$ cat src/rtl/clk_div_mon_if.sv
// clk_div_mon_if: control inputs and measurement outputs of the divided-clock monitor.
// master = monitor side, slave = consumer/stimulus side.
interface clk_div_mon_if;
   logic        en;
   logic        div_in;
   logic        rise_tick;
   logic        fall_tick;
   logic [31:0] high_len;
   logic [31:0] period_len;
   logic        meas_valid;
   logic        period_err;
   logic        stuck;
   logic        locked;
   logic [15:0] period_cnt;

   modport master (
      input  en, div_in,
      output rise_tick, fall_tick, high_len, period_len, meas_valid,
             period_err, stuck, locked, period_cnt
   );

   modport slave (
      output en, div_in,
      input  rise_tick, fall_tick, high_len, period_len, meas_valid,
             period_err, stuck, locked, period_cnt
   );
endinterface

$ cat src/rtl/clk_div_mon.sv
// clk_div_mon: measures div_in high time and period in clk cycles, flags out-of-tolerance periods and declares lock.
// All outputs registered one cycle after the edge is sampled; no backpressure; CLK_DIV_MON_STUCK_EN adds the edge timeout.
module clk_div_mon #(
   parameter logic [31:0] PERIOD_EXP = 32'd1000,
   parameter logic [31:0] HIGH_EXP   = 32'd500,
   parameter logic [31:0] TOL        = 32'd0,
   parameter logic [7:0]  LOCK_CNT   = 8'd4
) (
   input logic           clk,
   input logic           phase_rst,
   clk_div_mon_if.master mon
);

   typedef enum logic [1:0] {SEEK, HIGH, LOW} state_t;

   state_t      state_q, state_d;
   logic        div_prev, rise, fall;
   logic [31:0] run_cnt, hi_tmp;
   logic [7:0]  good_cnt, good_nx;
   logic        good_ok, meas_d, err_d, complete, cap_hi, clr_good;
`ifdef CLK_DIV_MON_STUCK_EN
   logic        tmo_hit, timeout;
   assign tmo_hit = ({1'b0, run_cnt} >= {PERIOD_EXP, 1'b0});
`endif

   assign rise = mon.div_in & ~div_prev;
   assign fall = ~mon.div_in & div_prev;

   // 33-bit signed difference so neither direction can wrap
   function automatic logic in_tol(input logic [31:0] meas, input logic [31:0] expv);
      logic signed [32:0] diff;
      diff = $signed({1'b0, meas}) - $signed({1'b0, expv});
      if (diff < 33'sd0) diff = -diff;
      return diff <= $signed({1'b0, TOL});
   endfunction

   always_comb begin
      state_d  = state_q;
      meas_d   = 1'b0;
      err_d    = 1'b0;
      complete = 1'b0;
      cap_hi   = 1'b0;
      clr_good = 1'b0;
`ifdef CLK_DIV_MON_STUCK_EN
      timeout  = 1'b0;
`endif
      good_ok  = in_tol(run_cnt, PERIOD_EXP) && in_tol(hi_tmp, HIGH_EXP);
      good_nx  = (good_cnt >= LOCK_CNT) ? LOCK_CNT : good_cnt + 8'd1;
      case (state_q)
         SEEK: if (rise) state_d = HIGH;
         HIGH: begin
            if (rise) begin
               err_d    = 1'b1;
               clr_good = 1'b1;
            end else if (fall) begin
               cap_hi  = 1'b1;
               state_d = LOW;
            end
`ifdef CLK_DIV_MON_STUCK_EN
            else if (tmo_hit) begin
               timeout  = 1'b1;
               clr_good = 1'b1;
               state_d  = SEEK;
            end
`endif
         end
         LOW: begin
            if (rise) begin
               complete = 1'b1;
               meas_d   = 1'b1;
               err_d    = ~good_ok;
               clr_good = ~good_ok;
               state_d  = HIGH;
            end
`ifdef CLK_DIV_MON_STUCK_EN
            else if (tmo_hit) begin
               timeout  = 1'b1;
               clr_good = 1'b1;
               state_d  = SEEK;
            end
`endif
         end
         default: state_d = SEEK;
      endcase
      // disable overrides everything except edge ticks and the held measurements
      if (!mon.en) begin
         state_d  = SEEK;
         meas_d   = 1'b0;
         err_d    = 1'b0;
         complete = 1'b0;
         cap_hi   = 1'b0;
         clr_good = 1'b1;
`ifdef CLK_DIV_MON_STUCK_EN
         timeout  = 1'b0;
`endif
      end
   end

   always_ff @(posedge clk or posedge phase_rst) begin
      if (phase_rst) begin
         state_q        <= SEEK;
         div_prev       <= 1'b1;
         run_cnt        <= 32'd0;
         hi_tmp         <= 32'd0;
         good_cnt       <= 8'd0;
         mon.rise_tick  <= 1'b0;
         mon.fall_tick  <= 1'b0;
         mon.high_len   <= 32'd0;
         mon.period_len <= 32'd0;
         mon.meas_valid <= 1'b0;
         mon.period_err <= 1'b0;
         mon.locked     <= 1'b0;
         mon.period_cnt <= 16'd0;
      end else begin
         state_q        <= state_d;
         div_prev       <= mon.div_in;
         mon.rise_tick  <= rise;
         mon.fall_tick  <= fall;
         mon.meas_valid <= meas_d;
         mon.period_err <= err_d;
         if (rise)
            run_cnt <= 32'd1;
         else if (run_cnt != 32'hFFFF_FFFF)
            run_cnt <= run_cnt + 32'd1;
         if (cap_hi) hi_tmp <= run_cnt;
         if (complete) begin
            mon.period_len <= run_cnt;
            mon.high_len   <= hi_tmp;
            mon.period_cnt <= mon.period_cnt + 16'd1;
         end
         if (clr_good) begin
            good_cnt   <= 8'd0;
            mon.locked <= 1'b0;
         end else if (complete) begin
            good_cnt   <= good_nx;
            mon.locked <= (good_nx == LOCK_CNT);
         end
      end
   end

`ifdef CLK_DIV_MON_STUCK_EN
   always_ff @(posedge clk or posedge phase_rst) begin
      if (phase_rst)
         mon.stuck <= 1'b0;
      else if (!mon.en || rise)
         mon.stuck <= 1'b0;
      else if (timeout)
         mon.stuck <= 1'b1;
   end
`else
   assign mon.stuck = 1'b0;
`endif

endmodule
$ cat src/flat_wrapper.sv
// flat-port wrapper written by rule: the top's interface ports become plain ports
module clk_div_mon_flat 
#(
   parameter logic [31:0] PERIOD_EXP = 32'd1000,
   parameter logic [31:0] HIGH_EXP   = 32'd500,
   parameter logic [31:0] TOL        = 32'd0,
   parameter logic [7:0]  LOCK_CNT   = 8'd4
)
  (clk, phase_rst, mon_en, mon_div_in, mon_rise_tick, mon_fall_tick, mon_high_len, mon_period_len, mon_meas_valid, mon_period_err, mon_stuck, mon_locked, mon_period_cnt);
  clk_div_mon_if mon_i ();
  input logic clk;
  input logic phase_rst;
  input wire logic [$bits(mon_i.en)-1:0] mon_en;
  input wire logic [$bits(mon_i.div_in)-1:0] mon_div_in;
  output wire logic [$bits(mon_i.rise_tick)-1:0] mon_rise_tick;
  output wire logic [$bits(mon_i.fall_tick)-1:0] mon_fall_tick;
  output wire logic [$bits(mon_i.high_len)-1:0] mon_high_len;
  output wire logic [$bits(mon_i.period_len)-1:0] mon_period_len;
  output wire logic [$bits(mon_i.meas_valid)-1:0] mon_meas_valid;
  output wire logic [$bits(mon_i.period_err)-1:0] mon_period_err;
  output wire logic [$bits(mon_i.stuck)-1:0] mon_stuck;
  output wire logic [$bits(mon_i.locked)-1:0] mon_locked;
  output wire logic [$bits(mon_i.period_cnt)-1:0] mon_period_cnt;
  assign mon_i.en = mon_en;
  assign mon_i.div_in = mon_div_in;
  assign mon_rise_tick = mon_i.rise_tick;
  assign mon_fall_tick = mon_i.fall_tick;
  assign mon_high_len = mon_i.high_len;
  assign mon_period_len = mon_i.period_len;
  assign mon_meas_valid = mon_i.meas_valid;
  assign mon_period_err = mon_i.period_err;
  assign mon_stuck = mon_i.stuck;
  assign mon_locked = mon_i.locked;
  assign mon_period_cnt = mon_i.period_cnt;
  clk_div_mon #(.PERIOD_EXP(PERIOD_EXP), .HIGH_EXP(HIGH_EXP), .TOL(TOL), .LOCK_CNT(LOCK_CNT)) u_core (.clk(clk), .phase_rst(phase_rst), .mon(mon_i));
endmodule
$ cat config.mk
export PLATFORM = sky130hd
export DESIGN_NAME = clk_div_mon_flat
export DESIGN_NICKNAME = d
export VERILOG_FILES = /design/src/rtl/clk_div_mon_if.sv /design/src/rtl/clk_div_mon.sv /design/src/flat_wrapper.sv
export SDC_FILE = /design/constraint.sdc
export NUM_CORES = 1
export LEC_CHECK = 0
export CORE_ASPECT_RATIO = 2
export CORE_MARGIN = 5
export CORE_UTILIZATION = 50
export DETAILED_ROUTE_END_ITERATION = 8
export GPL_ROUTABILITY_DRIVEN = 0
export PLACE_DENSITY = 0.79
export SETUP_SLACK_MARGIN = 0.05
export SLEW_MARGIN = 5
export SYNTH_ARGS = -nofsm -noshare
export SYNTH_HDL_FRONTEND = slang
export SYNTH_SLANG_ARGS = --single-unit
$ cat constraint.sdc
create_clock -name clk -period 6.5 [get_ports clk]
set_input_delay 1.3 -clock clk [delete_from_list [all_inputs] [get_ports clk]]
set_output_delay 1.3 -clock clk [all_outputs]
set_load 0.02 [all_outputs]
==> summary.md <==
| Metric | Value |
|---|---|
| Worst R2R Setup Slack | `2.78 ns` |
| Max cap viols | `0` |
| Clock latency at the later pin of the worst-skew pair | `0.43 ns` |
| Hold-critical path endpoint | `u_core.mon.high_len[13]` |
| Remaining global-route overflow | `0` |
| Accumulated negative setup slack | `0 ns` |
| Worst EP arrival | `4.09 ns` |
| Register bit count reported by yosys | `160` |
| Synthesized netlist net count | `938` |
| Antenna Violating Nets Remaining | `0` |
| Post-cts resize count | `0` |
| Sequential fraction of the synthesis area | `0.480` |
| Starting Density | `0.510` |
| Worst slew margin relative to its limit | `0.516` |
| DRT Pass-1 Iters | `5` |
| Flip-flop and latch area | `4010 µm²` |
| Die Outline Area | `19500 µm²` |
| NumNets Final | `993` |
| Clock buffers created by TritonCTS | `17` |
| Period utilisation layout | `0.584` |
| Post-Syn Area | `8340 µm²` |
| Detailed-route wire length | `21200 µm` |
| Area added between synthesis and finish | `18.4%` |
| Clock slew at reported path FFs | `0.07 ns` |
| Horizontal extent of the die | `101 µm` |
| Number of remaining DRC errors | `0` |
| Most common cell after layout, fill and taps aside | `nand2_1` |
| Worst flop-to-flop path startpoint | `u_core.hi_tmp[9]` |
| Number of max-slew violations in the final report | `0` |
| Worst Reg-to-Reg Cells | `8` |
| Number of standard cells in the final layout excluding fillers | `1194` |
| Worst Setup Start Kind | `input port` |
| Inserted Diodes | `0` |
| Cell at the root of the clock tree | `clkbuf_16` |
| Cells along the critical path | `clkdlybuf4s50_1 -> nand2b_1 -> inv_2 -> or3b_2 -> o31ai_1 -> or3_1 -> nor3_1 -> xnor2_1 -> nor2_1` |
| PwrDens | `226 nW/µm²` |
| Total routing usage reported by global routing | `0.229` |
| Setup repair after global routing missed its margin | `false` |
| Required time of the worst setup path | `6.79 ns` |
| Wire length per cell | `17.8 µm` |
| Yosys synthesis warning count | `0` |
| Antenna violations before repair | `0` |
| Instance area after placement | `9300 µm²` |
| Count of final setup violators | `0` |
| Layout Cell Area excl Fill | `9880 µm²` |
| Crit Reg-Reg Endpoint | `u_core.mon.period_err` |
| Wire length of the first global-routing pass | `34900 µm` |
| Largest stage delay on the critical path | `0.59 ns` |
| Critical Path Slowest Stage Cell | `or3b_2` |
| TritonCTS clock tree | `done` |
| Number of cells produced by synthesis | `922` |
| Detailed placer's ending HPWL | `15000 µm` |
| Largest net degree at the start of global routing | `78` |
| Die height | `193 µm` |
| Number of global-route vias before repair | `6860` |
| Hold Buf Count CTS | `0` |
| Async set-or-reset flop fraction in the synthesized netlist | `1.00` |
| Row cnt | `66` |
| Time the final worst path needs with I/O delays and setup | `3.79 ns` |
| Worst IR drop on VDD | `0.166 mV` |
| Maximum root-to-sink buffer count | `2` |
| # H-tree levels | `4` |
| Vias per cell | `5.81` |
| Cells after DPL | `1162` |
| Share of cells above drive strength 1 | `0.0919` |
| Count of unique library cells instantiated by Yosys | `69` |
| EDFF count, synth | `0` |
| Total power | `0.00223 W` |
| Worst Path Class, Setup | `input port to flop` |
| Commonest cells after routing, fill and taps aside | `228 x nand2_1, 159 x dfrtp_1, 88 x clkdlybuf4s50_1` |
| Total setup buffers inserted after CTS | `0` |
| Worst Max-Slew Pin Slew | `0.726 ns` |
| Buffers added on ports | `88` |
| Worst hold stages | `2` |
| Filler Cells Inserted | `1401` |
| Setup Skew | `0.00900 ns` |
| Total area of multi-input combinational cells | `4030 µm²` |
| Number of clock sinks | `160` |
| LEAKAGE | `4.61 nW` |
| Critical-path maximum fanout | `37` |
| Highest clock rate | `264 MHz` |
| # IOs | `90` |
| Type of the tightest min-delay check | `flop to flop` |
| Startpoint of the tightest hold check path | `u_core.mon.high_len[13]` |
| Most frequently used flop master after synthesis | `dfrtp_1` |
| Core Area | `16400 µm²` |
| Number of vias in the routed layout | `6933` |
| Final Hold Vio Count | `0` |
| Endpoint type of the worst setup path | `flop` |
| Average instance area after synthesis | `9.05 µm²` |
| Run status | `completed` |
| Drt first-iter violations | `308` |
## through the flow
stage                util  hold slack [ns]  worst slack (ns)
CTS                 0.604            0.480              2.73
finish              0.604            0.473              2.71
global placement    0.569            0.460              2.32
detailed placement  0.569            0.462              2.28
global route        0.604            0.489              2.50
floorplan               -            0.444             0.882
## how the worst max path moves through the flow
stage / end / from / cells past startpoint
5_1_grt: u_core.run_cnt[31] / mon_div_in / 9
3_3_place_gp: u_core.run_cnt[29] / mon_div_in / 9
6_report: u_core.run_cnt[29] / mon_div_in / 9
4_1_cts: u_core.run_cnt[29] / mon_div_in / 9
3_5_place_dp: u_core.run_cnt[29] / mon_div_in / 9
2_1_floorplan: u_core.good_cnt[0] / phase_rst / 1
## where the power goes
part	total [W]	switching, W	internal (W)	leakage (nW)
combinational	0.000202	0.000132	0.0000700	2.11
clock	0.000981	0.000440	0.000541	0.286
sequential	0.00105	0.0000365	0.00101	2.22
## per-layer routing
| layer | part of all wire | global-route usage | wire [µm] | vias up |
|---|---|---|---|---|
| li1 | - | - | - | 3286 |
| met1 | 0.37 | 0.254 | 7950 | 3362 |
| met2 | 0.54 | 0.404 | 11500 | 221 |
| met3 | 0.038 | 0.0355 | 804 | 64 |
| met4 | 0.047 | 0.133 | 989 | 0 |
| met5 | 0 | 0 | 0 | - |
## logic make-up after synthesis
logic type      synth area share
mux                       0.0375
xor+xnor                  0.0693
compound gates            0.0931
other cells             0.000450
flops                      0.480
simple gates               0.264
buf+inv                   0.0378
fa+ha+maj                 0.0180
## synth_stat cells (all sizes together), types with 7 or more instances
| cell | instances | area share |
|---|---|---|
| xor2 | 25 | 0.026 |
| or4 | 10 | 0.010 |
| mux2 | 26 | 0.035 |
| and4 | 8 | 0.0085 |
| clkbuf | 44 | 0.020 |
| a21oi | 18 | 0.011 |
| dfrtp | 159 | 0.48 |
| ha | 12 | 0.018 |
| nor4 | 14 | 0.012 |
| nand3 | 24 | 0.015 |
| nor2 | 58 | 0.026 |
| nand4 | 22 | 0.017 |
| and3 | 9 | 0.0067 |
| or3 | 13 | 0.0097 |
| and2 | 7 | 0.0052 |
| inv | 22 | 0.0099 |
| nor3 | 32 | 0.019 |
| nand2 | 228 | 0.10 |
| xnor2 | 41 | 0.043 |
| nor2b | 7 | 0.0052 |
| o21ai | 43 | 0.026 |
| buf | 14 | 0.0078 |
## worst max-delay path: cells and delay by family
kind	cells	cell delay [ns]
xor+xnor	1	0.15
compound gates	1	0.54
simple gates	5	1.34
buf+inv	2	0.74
## registers in the layout, indices dropped and copies added (netlist names), 2 cells and up
register / count
u_core.hi_tmp: 32
u_core.run_cnt: 32
u_core.mon.period_cnt: 16
u_core.mon.period_len: 32
u_core.good_cnt: 8
u_core.state_q: 2
u_core.mon.high_len: 32
## final cells by class
type,instances,share of cell area
multi-input combinational,682,0.408
sequential,160,0.406
timing repair buffer,94,0.0938
clock buffer,17,0.0431
tap,204,0.0258
clock inverter,15,0.0152
inverter,22,0.00887
No activity file was read; power rests on OpenSTA's default activity.
==> RTL change (same settings) <==
Re-encode `state_t` (3 states) as one-hot, 3 bits wide.
--- a/src/rtl/clk_div_mon.sv
+++ b/src/rtl/clk_div_mon.sv
@@ -11,7 +11,7 @@
    clk_div_mon_if.master mon
 );
 
-   typedef enum logic [1:0] {SEEK, HIGH, LOW} state_t;
+   typedef enum logic [2:0] {SEEK = 3'b001, HIGH = 3'b010, LOW = 3'b100} state_t;
 
    state_t      state_q, state_d;
    logic        div_prev, rise, fall;
Function: no difference found for any inputs over 10 cycles, from zero or initial values and one cycle with phase_rst high; not proved beyond that.
==> RTL change against the unedited design <==
Core utilization is 0.67 points lower. Critical path depth is 1 higher. Total power is 2.3% lower. Worst setup slack worse by 0.40 ns. Final area is 1.4% higher. Wire length hardly changed. Register-to-register slack better by 0.08 ns. Sequential cell count is 1 higher. Non-clock buffer count is 2 lower. Clock skew is 0.0062 ns higher. Area after synthesis is 2.1% higher. Critical endpoint is now u_core.mon.period_cnt[12].
==> RTL change: results (changes against the unedited design) <==
.. list-table::
   :header-rows: 1

   * - Metric
     - Value
   * - Status
     - finished, final reports clean
   * - Fin nets
     - 1,000 (+0.70%)
   * - Ranking of synthesized cells by area
     - sky130_fd_sc_hd__dfrtp_1 47%, sky130_fd_sc_hd__nand2_1 10%, sky130_fd_sc_hd__xnor2_1 4.1%
   * - Power per cell area
     - 218 nW/um^2 (-3.7%)
   * - Placement-stage worst setup slack
     - 1.80 ns (-0.482 ns)
   * - Routed WL per cell
     - 17.6 um (-1.1%)
   * - Commonest cells in the synthesized netlist
     - 227 x sky130_fd_sc_hd__nand2_1, 159 x sky130_fd_sc_hd__dfrtp_1, 66 x sky130_fd_sc_hd__nor2_1
   * - Met2 usage
     - 0.380 (-0.0240)
   * - Origin of the critical flop-to-flop path
     - u_core.run_cnt[3]
   * - Final non-filler cell total
     - 1,206 (+1.0%)
   * - Actual transition at the worst max-transition pin
     - 1.02 ns (+0.296 ns)
   * - Post-synth cell types
     - 77 (+12%)
   * - Fraction of layout cells with a size suffix above 1
     - 0.0841 (-0.00784)
   * - Met3 track demand over resource in global routing
     - 0.0416 (+0.00617)
   * - Critical path fanouts, max
     - 59 (+59%)
   * - Met2 routed wirelength
     - 11,300 um (-1.6%)
   * - Maximum number of pins on one net before global-route repair
     - 112 (+44%)
   * - Final-layout worst hold slack
     - 0.473 ns (+0.000182 ns)
   * - Min-delay src
     - u_core.mon.high_len[10]
   * - Depth of the worst register-to-register path
     - 10 (+2)
   * - First-pass GRT wire length
     - 34,600 um (-0.65%)
   * - Worst vdd ir
     - 0.000192 V (+15%)
   * - Reported leakage power
     - 4.65 nW (+0.78%)
   * - Half-perimeter wire length of the detailed placement result
     - 15,200 um (+1.1%)
   * - Slowest cell delay on critical path
     - 0.64 ns (+0.05 ns)
   * - Number of global-route vias before repair
     - 6,880 (+0.29%)
   * - Cell with the biggest individual delay on the critical path
     - sky130_fd_sc_hd__nand3_2
   * - Post-synthesis instance total
     - 935 (+1.4%)
   * - Gr busiest metal
     - met2
   * - Crit path arrival time
     - 4.52 ns (+0.43 ns)
   * - Hold endpoint
     - u_core.mon.high_len[10]
   * - Highest routing layer actually used
     - met4
   * - Proportion of synthesized chip area in sequential cells
     - 0.473 (-0.00665)
   * - Setup skew after layout
     - 0.0152 ns (+0.00617 ns)
   * - Average vias per placed instance
     - 5.75 (-0.91%)
   * - Cell class contributing the biggest share of worst-path delay
     - buffers and inverters
   * - Net Count, Synth
     - 949 (+1.2%)
   * - Capture point of the worst reg-to-reg path
     - u_core.good_cnt[1]
## RTL change: cell count changes in the layout (fill, tap and decap cells not counted), sizes merged, moves of 4 or more
cell / change
nand3b: +5
nor2b: +5
nor2: +8
xor2: +7
and4: -5
o31a: +4
o41ai: -4
nand3: +10
nand4: -8
or4: -7
o211ai: +5
and3: -4
## RTL change: cell type report
class	instances	area share
Multi-Input combinational cell	695	0.414
Sequential cell	161	0.403
Timing Repair Buffer	92	0.0910
Clock buffer	17	0.0425
Tap cell	207	0.0259
Clock inverter	15	0.0161
Inverter	19	0.00762
## RTL change: how the worst max path moves through the flow
stage	startpoint	endpoint	slack, ns	cells after the start
final	mon_div_in	u_core.mon.period_cnt[12]	2.30	10
after global routing	mon_div_in	u_core.mon.period_cnt[12]	1.98	10
after CTS	mon_div_in	u_core.mon.period_cnt[12]	2.26	10
after detailed placement	mon_div_in	u_core.mon.period_cnt[12]	1.80	10
after global placement	mon_div_in	u_core.mon.period_cnt[14]	1.94	10
after floorplan	phase_rst	u_core.good_cnt[0]	0.86	1
## RTL change: where the power goes
group          internal, W  leakage (nW)  switching [W]
logic            0.0000502          2.14      0.0000949
registers          0.00101          2.22      0.0000287
clock network     0.000516         0.290       0.000478
total              0.00158          4.65       0.000601
## RTL change: cell families (layout without fill, tap and decap cells)
group           Yosys count  count (layout)  share of synthesized area
simple gates            456             456                      0.258
flops                   161             161                      0.473
compound gates          130             130                      0.105
buf+inv                  79             143                     0.0397
xor+xnor                 72              72                     0.0741
mux                      26              26                     0.0339
fa+ha+maj                10              10                     0.0147
other cells               1               1                   0.000440
## RTL change: worst min-delay path, cell delays in order (launching register included)
cell	delay (ns)
sky130_fd_sc_hd__dfrtp_1	0.34
sky130_fd_sc_hd__nand2_1	0.05
sky130_fd_sc_hd__nand2_1	0.05
